**config.mk**
```make
export PLATFORM = sky130hd
export DESIGN_NAME = apb_bcd_sub_seq
export DESIGN_NICKNAME = d
export VERILOG_FILES = /design/src/rtl/apb_bcd_sub_seq.sv
export SDC_FILE = /design/constraint.sdc
export NUM_CORES = 1
export LEC_CHECK = 0
export ABC_AREA = 1
export BUFFER_PORTS_ARGS = -buffer_cell sky130_fd_sc_hd__buf_2
export CAP_MARGIN = 20
export CORE_MARGIN = 2
export CORE_UTILIZATION = 58
export DETAILED_ROUTE_END_ITERATION = 6
export PLACE_DENSITY_LB_ADDON = 0.08
export SYNTH_ARGS = -nofsm -noshare
export SYNTH_HDL_FRONTEND = slang
export SYNTH_SLANG_ARGS = --single-unit
```
**constraint.sdc**
```tcl
create_clock -name PCLK -period 4 [get_ports PCLK]
set_input_delay 0.4 -clock PCLK [delete_from_list [all_inputs] [get_ports PCLK]]
set_output_delay 0.4 -clock PCLK [all_outputs]
set_load 0.005 [all_outputs]
```
**src/rtl/apb_bcd_sub_seq.sv**
```systemverilog
// APB slave that sequences a shared one-digit BCD subtract slice across
// DIGITS digits, least significant digit first, one digit per PCLK.
// Holds the operand, result and status registers. A RESULT read issued while
// the sequence is running is stalled until the final difference is available.
//
// Handshake: a transfer completes on the rising edge that ends an access-phase
// cycle (PSEL & PENABLE) in which PREADY=1. PREADY is combinational. PRDATA is
// registered and holds the read value during that completing cycle. PSLVERR is
// only meaningful while PREADY=1.
module apb_bcd_sub_seq #(
    parameter int          DIGITS      = 3,
    parameter logic [7:0]  CTRL_ADDR   = 8'h00,
    parameter logic [7:0]  RESULT_ADDR = 8'h04,
    parameter logic [7:0]  OPA_ADDR    = 8'h08,
    parameter logic [7:0]  OPB_ADDR    = 8'h0C,
    parameter logic [7:0]  STATUS_ADDR = 8'h10
) (
    input  logic        PCLK,
    input  logic        PRESETn,
    input  logic        PSEL,
    input  logic        PENABLE,
    input  logic        PWRITE,
    input  logic [7:0]  PADDR,
    input  logic [31:0] PWDATA,
    output logic [31:0] PRDATA,
    output logic        PREADY,
    output logic        PSLVERR,
    output logic [3:0]  dp_a,
    output logic [3:0]  dp_b,
    output logic        dp_bin,
    input  logic [3:0]  dp_diff,
    input  logic        dp_bout,
    output logic        irq
);

    localparam int W = 4 * DIGITS;

    typedef enum logic {IDLE = 1'b0, CALC = 1'b1} state_t;

    state_t         state_q, state_d;
    logic [W-1:0]   opa_q, opb_q;
    logic [W-1:0]   result_q, result_d;
    logic           rborrow_q, rborrow_d;
    logic [2:0]     idx_q, idx_d;
    logic           borrow_q, borrow_d;
    logic           done_q, done_d;
    logic           err_q, err_d;
    logic           ien_q, irq_q, blocked_q;
    logic [31:0]    prdata_q, rd_mux;
    logic [3:0]     dig_a, dig_b;
    logic           dig_bad;

    logic access, busy, rd_result, wr_en;
    logic wr_ctrl, wr_opa, wr_opb, wr_illegal, start_go, clr_go;
    logic unused_pwdata;

    // Bus decode. blocked_q keeps an access that straddled a reset from
    // completing; it clears once the bus leaves the access phase.
    assign access    = PSEL & PENABLE;
    assign busy      = (state_q == CALC);
    assign rd_result = !PWRITE && (PADDR == RESULT_ADDR);
    assign PREADY    = access & ~blocked_q & ~(rd_result & busy);
    assign wr_en     = PREADY & PWRITE;

    assign wr_ctrl    = wr_en && (PADDR == CTRL_ADDR) && !(busy && PWDATA[0]);
    assign wr_opa     = wr_en && (PADDR == OPA_ADDR) && !busy;
    assign wr_opb     = wr_en && (PADDR == OPB_ADDR) && !busy;
    assign wr_illegal = wr_en && ((PADDR == RESULT_ADDR) || (PADDR == STATUS_ADDR) ||
                        (busy && ((PADDR == OPA_ADDR) || (PADDR == OPB_ADDR) ||
                                  ((PADDR == CTRL_ADDR) && PWDATA[0]))));
    assign start_go   = wr_ctrl & PWDATA[0];
    assign clr_go     = wr_ctrl & PWDATA[2];

    assign PSLVERR       = wr_illegal;
    assign PRDATA        = prdata_q;
    assign irq           = irq_q;
    assign unused_pwdata = &{1'b0, PWDATA[31:W]};

    // Select the current digit of each operand for the slice.
    always_comb begin
        dig_a = 4'd0;
        dig_b = 4'd0;
        for (int i = 0; i < DIGITS; i++) begin
            if (idx_q == 3'(i)) begin
                dig_a = opa_q[4*i +: 4];
                dig_b = opb_q[4*i +: 4];
            end
        end
    end

    assign dig_bad = (dig_a > 4'd9) || (dig_b > 4'd9);
    assign dp_a    = busy ? dig_a : 4'd0;
    assign dp_b    = busy ? dig_b : 4'd0;
    assign dp_bin  = busy ? borrow_q : 1'b0;

    // Sequencer next state: start, per-digit capture, invalid-digit abort.
    always_comb begin
        state_d   = state_q;
        idx_d     = idx_q;
        borrow_d  = borrow_q;
        result_d  = result_q;
        rborrow_d = rborrow_q;
        done_d    = done_q;
        err_d     = err_q;
        if (clr_go) begin
            done_d = 1'b0;
            err_d  = 1'b0;
        end
        case (state_q)
            IDLE: begin
                if (start_go) begin
                    state_d   = CALC;
                    idx_d     = 3'd0;
                    borrow_d  = 1'b0;
                    result_d  = '0;
                    rborrow_d = 1'b0;
                    done_d    = 1'b0;
                    err_d     = 1'b0;
                end
            end
            CALC: begin
                if (dig_bad) begin
                    state_d   = IDLE;
                    idx_d     = 3'd0;
                    borrow_d  = 1'b0;
                    result_d  = '0;
                    rborrow_d = 1'b0;
                    done_d    = 1'b1;
                    err_d     = 1'b1;
                end else begin
                    for (int i = 0; i < DIGITS; i++) begin
                        if (idx_q == 3'(i)) result_d[4*i +: 4] = dp_diff;
                    end
                    borrow_d = dp_bout;
                    idx_d    = 3'(idx_q + 3'd1);
                    if (idx_q == 3'(DIGITS - 1)) begin
                        state_d   = IDLE;
                        rborrow_d = dp_bout;
                        done_d    = 1'b1;
                    end
                end
            end
            default: state_d = IDLE;
        endcase
    end

    // Read mux; RESULT uses the next value so a stalled read returns the final digit.
    always_comb begin
        rd_mux = 32'd0;
        case (PADDR)
            CTRL_ADDR:   rd_mux[1] = ien_q;
            RESULT_ADDR: begin
                rd_mux[W-1:0] = result_d;
                rd_mux[31]    = rborrow_d;
            end
            OPA_ADDR:    rd_mux[W-1:0] = opa_q;
            OPB_ADDR:    rd_mux[W-1:0] = opb_q;
            STATUS_ADDR: rd_mux[2:0] = {err_q, done_q, busy};
            default:     rd_mux = 32'd0;
        endcase
    end

    // Sequencer state register.
    always_ff @(posedge PCLK or negedge PRESETn) begin
        if (!PRESETn) begin
            state_q   <= IDLE;
            idx_q     <= 3'd0;
            borrow_q  <= 1'b0;
            result_q  <= '0;
            rborrow_q <= 1'b0;
            done_q    <= 1'b0;
            err_q     <= 1'b0;
        end else begin
            state_q   <= state_d;
            idx_q     <= idx_d;
            borrow_q  <= borrow_d;
            result_q  <= result_d;
            rborrow_q <= rborrow_d;
            done_q    <= done_d;
            err_q     <= err_d;
        end
    end

    // Software-visible registers, read data, interrupt and post-reset bus guard.
    always_ff @(posedge PCLK or negedge PRESETn) begin
        if (!PRESETn) begin
            opa_q     <= '0;
            opb_q     <= '0;
            ien_q     <= 1'b0;
            irq_q     <= 1'b0;
            prdata_q  <= 32'd0;
            blocked_q <= 1'b1;
        end else begin
            if (wr_opa)  opa_q <= PWDATA[W-1:0];
            if (wr_opb)  opb_q <= PWDATA[W-1:0];
            if (wr_ctrl) ien_q <= PWDATA[1];
            irq_q <= done_q & ien_q;
            if (PSEL && !PWRITE) prdata_q <= rd_mux;
            if (!access) blocked_q <= 1'b0;
        end
    end

endmodule

```
# ---- After elaboration in Yosys (flattened, before gate mapping)
# Cells that the tools add are included.
# W data, S select, Z words.
dict set report word_totals {
  word_cells 99
  inputBits 50
  out_inout_bits 44
  register_bits 60
}
dict set report classes {
  muxes 43
  magnitude_cmp 2
  n_eq_ne 7
  bitwise_logic 11
  n_reduce_logical 22
  add_sub_neg 1
}
# cell count
set ops {}
lappend ops {{$mux W4} 11}
lappend ops {{$pmux W9 S3} 1}
lappend ops {{$mux W12} 2}
lappend ops {{$pmux W12 S2} 1}
lappend ops {{$mux W1} 17}
lappend ops {{$eq A8 B4 Y1 const B} 2}
lappend ops {{$logic_and A1 B1 Y1} 12}
lappend ops {{$pmux W1 S2} 5}
lappend ops {{$and A1 B1 Y1} 8}
lappend ops {{$eq A8 B3 Y1 const B} 1}
lappend ops {{$eq A8 B5 Y1 const B} 1}
lappend ops {{$gt A4 B4 Y1 const B} 2}
lappend ops {{$logic_not A8 Y1} 1}
lappend ops {{$pmux W1 S4} 2}
lappend ops {{$mux W3} 2}
lappend ops {{$pmux W3 S2} 1}
lappend ops {{$logic_or A1 B1 Y1} 5}
lappend ops {{$pmux W1 S5} 1}
lappend ops {{$add A3 B1 Y3 const B} 1}
lappend ops {{$eq A3 B1 Y1 const B} 1}
lappend ops {{$eq A3 B2 Y1 const B} 1}
lappend ops {{$logic_not A1 Y1} 3}
lappend ops {{$logic_not A3 Y1} 1}
lappend ops {{$not A1 Y1} 3}
lappend ops {{$ne A2 B2 Y1 const B} 1}

# ---- Longest topological paths before layout
# Gate-level depths: netlist of the first run.
dict set report logic_depth {
  depth_word 13
  mapped_depth 17
  depth_no_buf 15
}

# ---- Worst setup path before layout of the first run
# No wires, ideal clock.
dict set report synth_timing {
  path_type {register to register}
  from {register idx_q[1]}
  to {register prdata_q[2] (netlist: PRDATA[2])}
  period_less_slack_ns 1.854
  path_stages_with_launch 16
  required_time_ns 3.883
  arrival_time_ns 1.737
  slack_ns 2.146
  path_buffers 2
  setup_ns 0.117
  cell_sequence {dfrtp_1 inv_1 ha_1 inv_2 nor2_2 buf_6 nand2_2 a31oi_4 nand2_4 buf_8 nand3_2 nand2_2 nand2_1 nand2_1 nand2_1 nand2_1}
}
dict set report synth_between {
  elab_chain_len 9
  word_cells_on_any_way 16
  cone_classes {order compare (2); eq/ne (2); mux (10); reduce/logical (2)}
}
# item line
set synth_lines {}
lappend synth_lines {{start, declared} 44} ;# logic [2:0] idx_q, idx_d;
lappend synth_lines {{start signal, assigned} 175} ;# idx_q <= idx_d;
lappend synth_lines {{$logic_not A3 Y1} {84, 132}}
lappend synth_lines {{$mux W4 (3 in a row)} 84} ;# if (idx_q == 3'(i)) begin
lappend synth_lines {{$gt A4 B4 Y1} 91} ;# assign dig_bad = (dig_a > 4'd9) || (dig_b > 4'd9);
lappend synth_lines {{$logic_or A1 B1 Y1} 91}
lappend synth_lines {{$mux W12 *} 122} ;# if (dig_bad) begin
lappend synth_lines {{$pmux W12 S2 *} 109} ;# case (state_q)
lappend synth_lines {{net result_d[2]} 42} ;# logic [W-1:0] result_q, result_d;
lappend synth_lines {{$pmux W1 S4 *} 150} ;# case (PADDR)
lappend synth_lines {{end signal, assigned} 198} ;# if (PSEL && !PWRITE) prdata_q <= rd_mux;
lappend synth_lines {{end, declared} 49} ;# logic [31:0] prdata_q, rd_mux;
# Mark *: on every way through the listed nets, which the timed path passes. The rest lies on a longest branch.
# A chain may end at the register's enable or synchronous reset.

# ---- Worst setup path in the final report of the first run
dict set report layout_timing {
  from {register idx_q[1]}
  to {output port dp_a[3]}
}
dict set report layout_between {
  elab_chain_len 5
  word_cells_on_any_way 7
  cone_classes {eq/ne (2); mux (4); reduce/logical (1)}
}
# item line
set layout_lines {}
lappend layout_lines {{$logic_not A3 Y1} 84}
lappend layout_lines {{$mux W4 (2 in a row)} 84}
lappend layout_lines {{$mux W4 *} 84}
lappend layout_lines {{$mux W4 *} 92} ;# assign dp_a = busy ? dig_a : 4'd0;
lappend layout_lines {{end, declared} 28} ;# output logic [3:0] dp_a,
# Mark *: on every way between the ends. The rest lies on a longest branch, timed or not.

==> flow_summary_export.csv, run 1 <==
group,metric,value,unit
logic_synthesis,syn_inst,492,
cts,hold_buffers,0,
timing,slew_violations,0,
run,drv_cap,0,
cts,cts-root-buf,"clkbuf_8",
worst_setup_path,worstSetupStartpointType,"register",
layout,stdcell_count,620,
logic_synthesis,synth.cell_area,3676,um^2
power_and_ir_drop,power_density,369.3,nW/um^2
worst_setup_path,path_max_fanout,13,
timing,whs,0.1041,ns
detailed_routing,route.vias.total,3210,
layout,drive_gt1_frac,0.2228,
power_and_ir_drop,vdd_drop_max,269.1,uV
power_and_ir_drop,power_frac_clock,0.457,
detailed_routing,antenna_left,0,
detailed_routing,first_pass_iters,5,
global_routing,grt_max_degree,38,
logic_synthesis,syn_area_per_cell,7.472,um^2
placement,port-buffer-count,54,
timing,period_share,0.6709,
floorplan,die_h,83.61,um
floorplan,row_count,29,
timing,rsz0062_at_grt,"false",
floorplan,ios,94,
detailed_routing,via_per_inst,5.177,
detailed_routing,drc,0,
power_and_ir_drop,p_int,1.125,mW
logic_synthesis,ys_types,35,
cts,cts_made_buffers,9,
global_routing,antenna_found_initial,0,
cts,clk_pin_slew_worst_paths,0.07,ns
cts,clkLatencyLatePin,0.34,ns
timing,hold_viol_final,0,
detailed_routing,drt_iter0_drc,160,
placement,dp.cells,604,
cts,clock-sinks,60,
cts,post_cts_resize_count,0,
worst_setup_path,path_buf_inv,4,
worst_setup_path,crit_slowest_cell,"nor2_2",
global_routing,gr-usage-all-layers,0.2563,
logic_synthesis,ys.flop_type,"dfrtp_1",
cts,post_cts_buffers,0,
layout,diodes,0,
placement,place_area,3802,um^2
floorplan,fp.dieArea,6991,um^2
layout,post-route-util,0.6494,
cts,htree_levels,3,
timing,max_slew_margin,0.4699,
timing,tns,0,ns
power_and_ir_drop,pwr-share-seq,0.428,
layout,synthToLayoutAreaGrowth,10.25,%
power_and_ir_drop,p_comb_frac,0.116,
power_and_ir_drop,p_leak,2.242,nW
worst_setup_path,path_cells,"inv_1 -> ha_1 -> inv_2 -> nor2_2 -> nand2_2 -> a31oi_4 -> inv_1 -> nor2_1 -> buf_2",
global_routing,grt_pass1_wl,14.29,mm
worst_setup_path,worstPathRequired,3.60,ns
power_and_ir_drop,p_switching,0.3715,mW
layout,postLayoutCellArea,4053,um^2
logic_synthesis,yosysWarnings,0,
global_routing,grt_pass1_vias,2987,
timing,worst_clock_skew,0.004891,ns
detailed_routing,totalWireLength,8.538,mm
placement,pre_cts_ws,1.539,ns
worst_setup_path,worst_path_largest_cell_delay,0.52,ns
logic_synthesis,seq_area_frac_synth,0.4088,
outcome,outcome,"complete, no violations",
worst_setup_path,path_common_cell,"inv_1",
power_and_ir_drop,finalPower,1.496,mW
floorplan,start_util,0.5890,
timing,setup_viol,0,
cts,clock_path_buffers,2,
timing,final.setup.worst_slack,1.317,ns
worst_setup_path,cp_data_arrival_time,2.28,ns
worst_hold_path,hold_class,"input pin to asynchronous set/reset pin",
logic_synthesis,synth-async-reset-ratio,1.000,
worst_setup_path,path_class,"register to output port",
floorplan,coreArea,6241,um^2
floorplan,die_w,83.61,um
worst_setup_path,endpoint_kind,"output port",
detailed_routing,wl_per_cell,13.77,um
layout,fin_nets,592,
logic_synthesis,ys_seq_elements,60,
timing,fin_crit,2.683,ns
cts,tritoncts,"yes",
global_routing,overflow,0,
worst_setup_path,cp_top_family,"simple AND/OR/NAND/NOR gates",
timing,worst-slew-pin-transition,0.7878,ns
timing,fmax,372.7,MHz
placement,gp_congestion,0.8313,
logic_synthesis,synth_edf_count,0,
placement,hpwl,6.007,mm
power_and_ir_drop,p_sw_frac,0.2482,
==> metal layers <==
| metal | vias to the layer above | part of all wire | global-route usage |
|---|---|---|---|
| met2 | 92 | 0.47 | 0.4073 |
| met5 | - | 0 | 0 |
| met4 | 0 | 0.015 | 0.07918 |
| li1 | 1586 | - | - |
| met1 | 1520 | 0.46 | 0.3578 |
| met3 | 12 | 0.055 | 0.04946 |
==> path summary, 6_finish.rpt <==
| check | from | end | slack (ns) | cells after the start |
|---|---|---|---|---|
| max | idx_q[1] | dp_a[3] | 1.32 | 9 |
| min | PRESETn | borrow_q | 0.10 | 1 |
| max reg2reg | idx_q[1] | PRDATA[1] | 1.53 | 15 |
| min reg2reg | blocked_q | blocked_q | 0.44 | 2 |
| max in group asynchronous | PRESETn | opa_q[11] | 3.03 | 2 |
| min in group PCLK | PENABLE | blocked_q | 0.27 | 3 |
==> cells in the final DEF (no fill, tap or decap), drive strengths merged <==
master,synthesis,final
clkbuf,4,12
xnor2,1,1
clkinv,0,1
o21ai,33,33
and2,1,1
ha,4,4
nor2,50,50
o2111ai,1,1
nor4,1,1
nor3,13,13
a21oi,4,4
a22oi,1,1
o22ai,1,1
a31oi,4,4
nand3,48,48
buf,34,56
inv,54,54
dfrtp,59,59
or2,2,2
conb,1,19
bufinv,0,3
dfstp,1,1
nand2,174,174
==> final cells by class <==
class | count | area [um^2]
fillers | 579 | 2188
multi-input cells | 357 | 1715
flip-flops and latches | 60 | 1503
repair buffers | 56 | 285.3
inverters | 54 | 202.7
clock buffers | 12 | 155.1
well taps | 77 | 96.34
clock inverters | 4 | 95.09
==> cell usage after synthesis, types with 5 or more instances <==
| master | n | area [um^2] |
|---|---|---|
| buf_6 | 5 | 56.30 |
| o21ai_0 | 30 | 150.1 |
| inv_2 | 7 | 26.28 |
| nor2_1 | 45 | 168.9 |
| nand3_2 | 12 | 120.1 |
| nand3_1 | 36 | 180.2 |
| buf_4 | 21 | 157.7 |
| nor3_1 | 13 | 65.06 |
| nand2_2 | 17 | 106.4 |
| dfrtp_1 | 59 | 1476 |
| inv_1 | 47 | 176.4 |
| nand2_1 | 154 | 578.1 |
==> sequential cells by signal, summed over array words and instances (netlist names), 3 cells and up <==
name and cells:
PRDATA 13, opa_q 12, idx_q 3, result_q 12, opb_q 12
==> power groups by stage <==
| stage | clock (mW) | combinational [mW] | sequential (mW) |
|---|---|---|---|
| global route | 0.715 | 0.194 | 0.641 |
| CTS | 0.692 | 0.173 | 0.639 |
| detailed placement | 0 | 0.172 | 0.650 |
| finish | 0.683 | 0.173 | 0.640 |
| floorplan | 0 | 0.143 | 0.647 |
| global placement | 0 | 0.166 | 0.649 |
==> logic make-up after synthesis <==
family | synth area share
buffers and inverters | 0.1430
DFF | 0.4088
other | 0.001020
and+or+nand+nor | 0.3587
AOI/OAI and AO/OA | 0.07250
xor gates and xnor gates | 0.002383
adders and majority gates | 0.01362
(Power assumes the default switching activity.)
==> run 2, diff against run 1 <==
--- a/config.mk
+++ b/config.mk
@@ -5,11 +5,11 @@
 export SDC_FILE = /design/constraint.sdc
 export NUM_CORES = 1
 export LEC_CHECK = 0
-export ABC_AREA = 1
+export ABC_AREA = 0
 export BUFFER_PORTS_ARGS = -buffer_cell sky130_fd_sc_hd__buf_2
 export CAP_MARGIN = 20
 export CORE_MARGIN = 2
-export CORE_UTILIZATION = 58
+export CORE_UTILIZATION = 48
 export DETAILED_ROUTE_END_ITERATION = 6
 export PLACE_DENSITY_LB_ADDON = 0.08
 export SYNTH_ARGS = -nofsm -noshare
==> constraint.sdc (replaced) <==
create_clock -name PCLK -period 2.4 [get_ports PCLK]
set_input_delay 0.24 -clock PCLK [delete_from_list [all_inputs] [get_ports PCLK]]
set_output_delay 0.24 -clock PCLK [all_outputs]
set_load 0.005 [all_outputs]
==> run 2 against run 1 <==
Non-clock buffer count is 20 higher. Combinational power rose by 110%. Core utilization is 7.7 points lower. Synthesized area shrank 2.6%. First-iteration DRC count up 17%. Synthesized cell count is 22% lower. Register-to-register slack lost 1.3 ns. Clock-buffer cell count decreased by 3. Clock skew rose by 0.0053 ns. Worst hold slack improved by 0.0018 ns. Critical path type unchanged.
==> flow_summary_export.csv, run 2 <==
group,metric,value,unit
outcome,outcome,"complete, no violations",
timing,worst_clock_skew,0.01015,ns
cts,cts_made_buffers,9,
run,drv_cap,0,
cts,htree_levels,3,
detailed_routing,first_pass_iters,4,
placement,hpwl,6.811,mm
worst_setup_path,worstSetupStartpointType,"register",
timing,rsz0062_at_grt,"false",
global_routing,grt_max_degree,28,
logic_synthesis,ys.flop_type,"dfrtp_1",
logic_synthesis,synth-async-reset-ratio,1.000,
worst_setup_path,path_class,"register to output port",
global_routing,antenna_found_initial,0,
global_routing,grt_pass1_vias,2978,
layout,layout_common_cells,"dfrtp_1, buf_2, nand2_1",
timing,max_slew_margin,0.4235,
worst_hold_path,hold_class,"input pin to register",
layout,diodes,0,
detailed_routing,totalWireLength,9.473,mm
cts,clock-sinks,60,
cts,clkLatencyLatePin,0.35,ns
timing,whs,0.1060,ns
logic_synthesis,seq_area_frac_synth,0.4195,
logic_synthesis,ys_types,49,
cts,clk_pin_slew_worst_paths,0.08,ns
timing,slew_violations,0,
layout,largest_reg_flops,13,
detailed_routing,antenna_left,0,
logic_synthesis,yosysMostFrequentCell,"dfrtp_1",
timing,fmax,454.1,MHz
power_and_ir_drop,power_density,555.4,nW/um^2
logic_synthesis,synth_top_area_frac,0.4122,
power_and_ir_drop,p_int,1.571,mW
detailed_routing,drc,0,
timing,worst-slew-pin-transition,0.8609,ns
cts,cts-root-buf,"clkbuf_8",
placement,gp_congestion,0.8351,
timing,hold_viol_final,0,
power_and_ir_drop,p_comb_frac,0.155,
detailed_routing,route.vias.total,3109,
floorplan,row_count,31,
timing,tns,0,ns
logic_synthesis,syn_area_per_cell,9.280,um^2
logic_synthesis,synth.cell_area,3582,um^2
cts,tritoncts,"yes",
power_and_ir_drop,p_leak,1.980,nW
power_and_ir_drop,p_switching,0.7336,mW
logic_synthesis,ys_seq_elements,60,
floorplan,die_h,90.39,um
power_and_ir_drop,vdd_drop_max,375.9,uV
power_and_ir_drop,pwr-share-seq,0.478,
logic_synthesis,yosysTopAreaCell,"dfrtp_1",
global_routing,grt_pass1_wl,15.66,mm
floorplan,ios,94,
layout,drive_gt1_frac,0.2784,
logic_synthesis,synth_top_cells_by_area,"dfrtp_1, mux2_2, buf_4",
global_routing,gr-usage-all-layers,0.2448,
floorplan,die_w,90.39,um
detailed_routing,drt_iter0_drc,187,
timing,fin_crit,2.202,ns
power_and_ir_drop,power_frac_clock,0.366,
logic_synthesis,synth_edf_count,0,
placement,port-buffer-count,54,
detailed_routing,via_per_inst,5.673,
power_and_ir_drop,p_sw_frac,0.3183,
floorplan,start_util,0.4939,
layout,fin_nets,498,
detailed_routing,wl_per_cell,17.29,um
global_routing,overflow,0,
worst_setup_path,worstPathRequired,2.16,ns
floorplan,fp.dieArea,8170,um^2
logic_synthesis,yosysWarnings,0,
logic_synthesis,syn_inst,386,
layout,synthToLayoutAreaGrowth,15.86,%
timing,setup_viol,0,
worst_setup_path,cp_data_arrival_time,1.96,ns
worst_setup_path,endpoint_kind,"output port",
floorplan,coreArea,7253,um^2
logic_synthesis,synth_common_cells,"dfrtp_1, nand2_1, a21oi_1",
layout,final_common_cell,"dfrtp_1",
cts,clock_path_buffers,2,
worst_setup_path,path_max_fanout,13,
timing,period_share,0.9175,
==> run 2: changes by cell type after synthesis, moves of 17 or more <==
cell / previous run / this run
nor2_1: 45 / 16
mux2_2: 0 / 23
nand2_1: 154 / 44
nand2_2: 17 / 0
a21oi_1: 4 / 26
nand3_1: 36 / 19
inv_1: 47 / 12
==> run 2: cells by family after synthesis <==
kind of cell | Yosys count | share of synthesized area
mux | 37 | 0.1114
buf+inv | 60 | 0.09011
fa+ha+maj | 4 | 0.01397
other cells | 1 | 0.001047
simple gates | 139 | 0.2141
compound gates | 85 | 0.1498
flops | 60 | 0.4195
==> run 2: critical path, stage by stage (launching register included) <==
cell,delay [ns]
dfrtp_1,0.42
inv_1,0.09
ha_2,0.25
buf_4,0.18
nor2b_1,0.14
a22oi_1,0.08
nor2_1,0.09
a21oi_1,0.05
nor3_1,0.16
buf_2,0.15
==> run 2: power groups by stage <==
stage / logic, mW / clock network (mW) / registers [mW]
5_1_grt: 0.403 / 0.899 / 1.11
2_1_floorplan: 0.267 / 0 / 1.09
3_3_place_gp: 0.344 / 0 / 1.12
4_1_cts: 0.352 / 0.862 / 1.10
3_5_place_dp: 0.349 / 0 / 1.12
6_report: 0.358 / 0.844 / 1.10
==> run 2: layout make-up <==
cell class | instances | area [um^2]
Clock inverter | 7 | 52.55
Inverter | 13 | 48.80
Timing Repair Buffer | 76 | 462.9
Fill cell | 706 | 3103
Sequential cell | 60 | 1503
Clock buffer | 9 | 123.9
Multi-Input combinational cell | 284 | 1836
Tap cell | 99 | 123.9
==> run 2: through the flow <==
step / power (mW) / instance area, um^2 / utilization / std cells / setup slack, ns
2_1_floorplan: 1.360 / 3650 / - / 404 / 0.3492
3_5_place_dp: 1.468 / 3956 / 0.5455 / 531 / 0.2003
6_report: 2.305 / 4150 / 0.5722 / 548 / 0.1980
4_1_cts: 2.314 / 4143 / 0.5712 / 548 / 0.08356
5_1_grt: 2.409 / 4150 / 0.5722 / 548 / 0.008699
3_3_place_gp: 1.461 / 3956 / 0.5455 / 531 / 0.1983
==> run 2: final timing paths <==
kind	startpoint	to	slack (ns)	cells past startpoint
setup / recovery	idx_q[1]	dp_b[0]	0.20	9
hold / removal	PWDATA[10]	opa_q[10]	0.11	3
setup reg to reg	idx_q[0]	PRDATA[3]	0.26	8
hold reg to reg	borrow_q	borrow_q	0.49	2
max in group asynchronous	PRESETn	PRDATA[6]	1.37	3
min in group asynchronous	PRESETn	irq	0.33	2
==> run 2: routing by layer <==
layer / wire [um] / up-vias / GRT usage / part of all wire
met3: 588 / 16 / 0.05092 / 0.062
li1: - / 1472 / - / -
met4: 176 / 0 / 0.07821 / 0.019
met1: 4459 / 1482 / 0.3553 / 0.47
met2: 4248 / 139 / 0.3678 / 0.45
met5: 0 / - / 0 / 0
==> run 2: repair_timing <==
item                                    in CTS  in global routing
gates resized for setup                      0                  3
hold buffers                                 1                  0
buffers inserted                             0                  0
endpoints found under the setup margin       0                 11
hold endpoints to repair                    13                  0
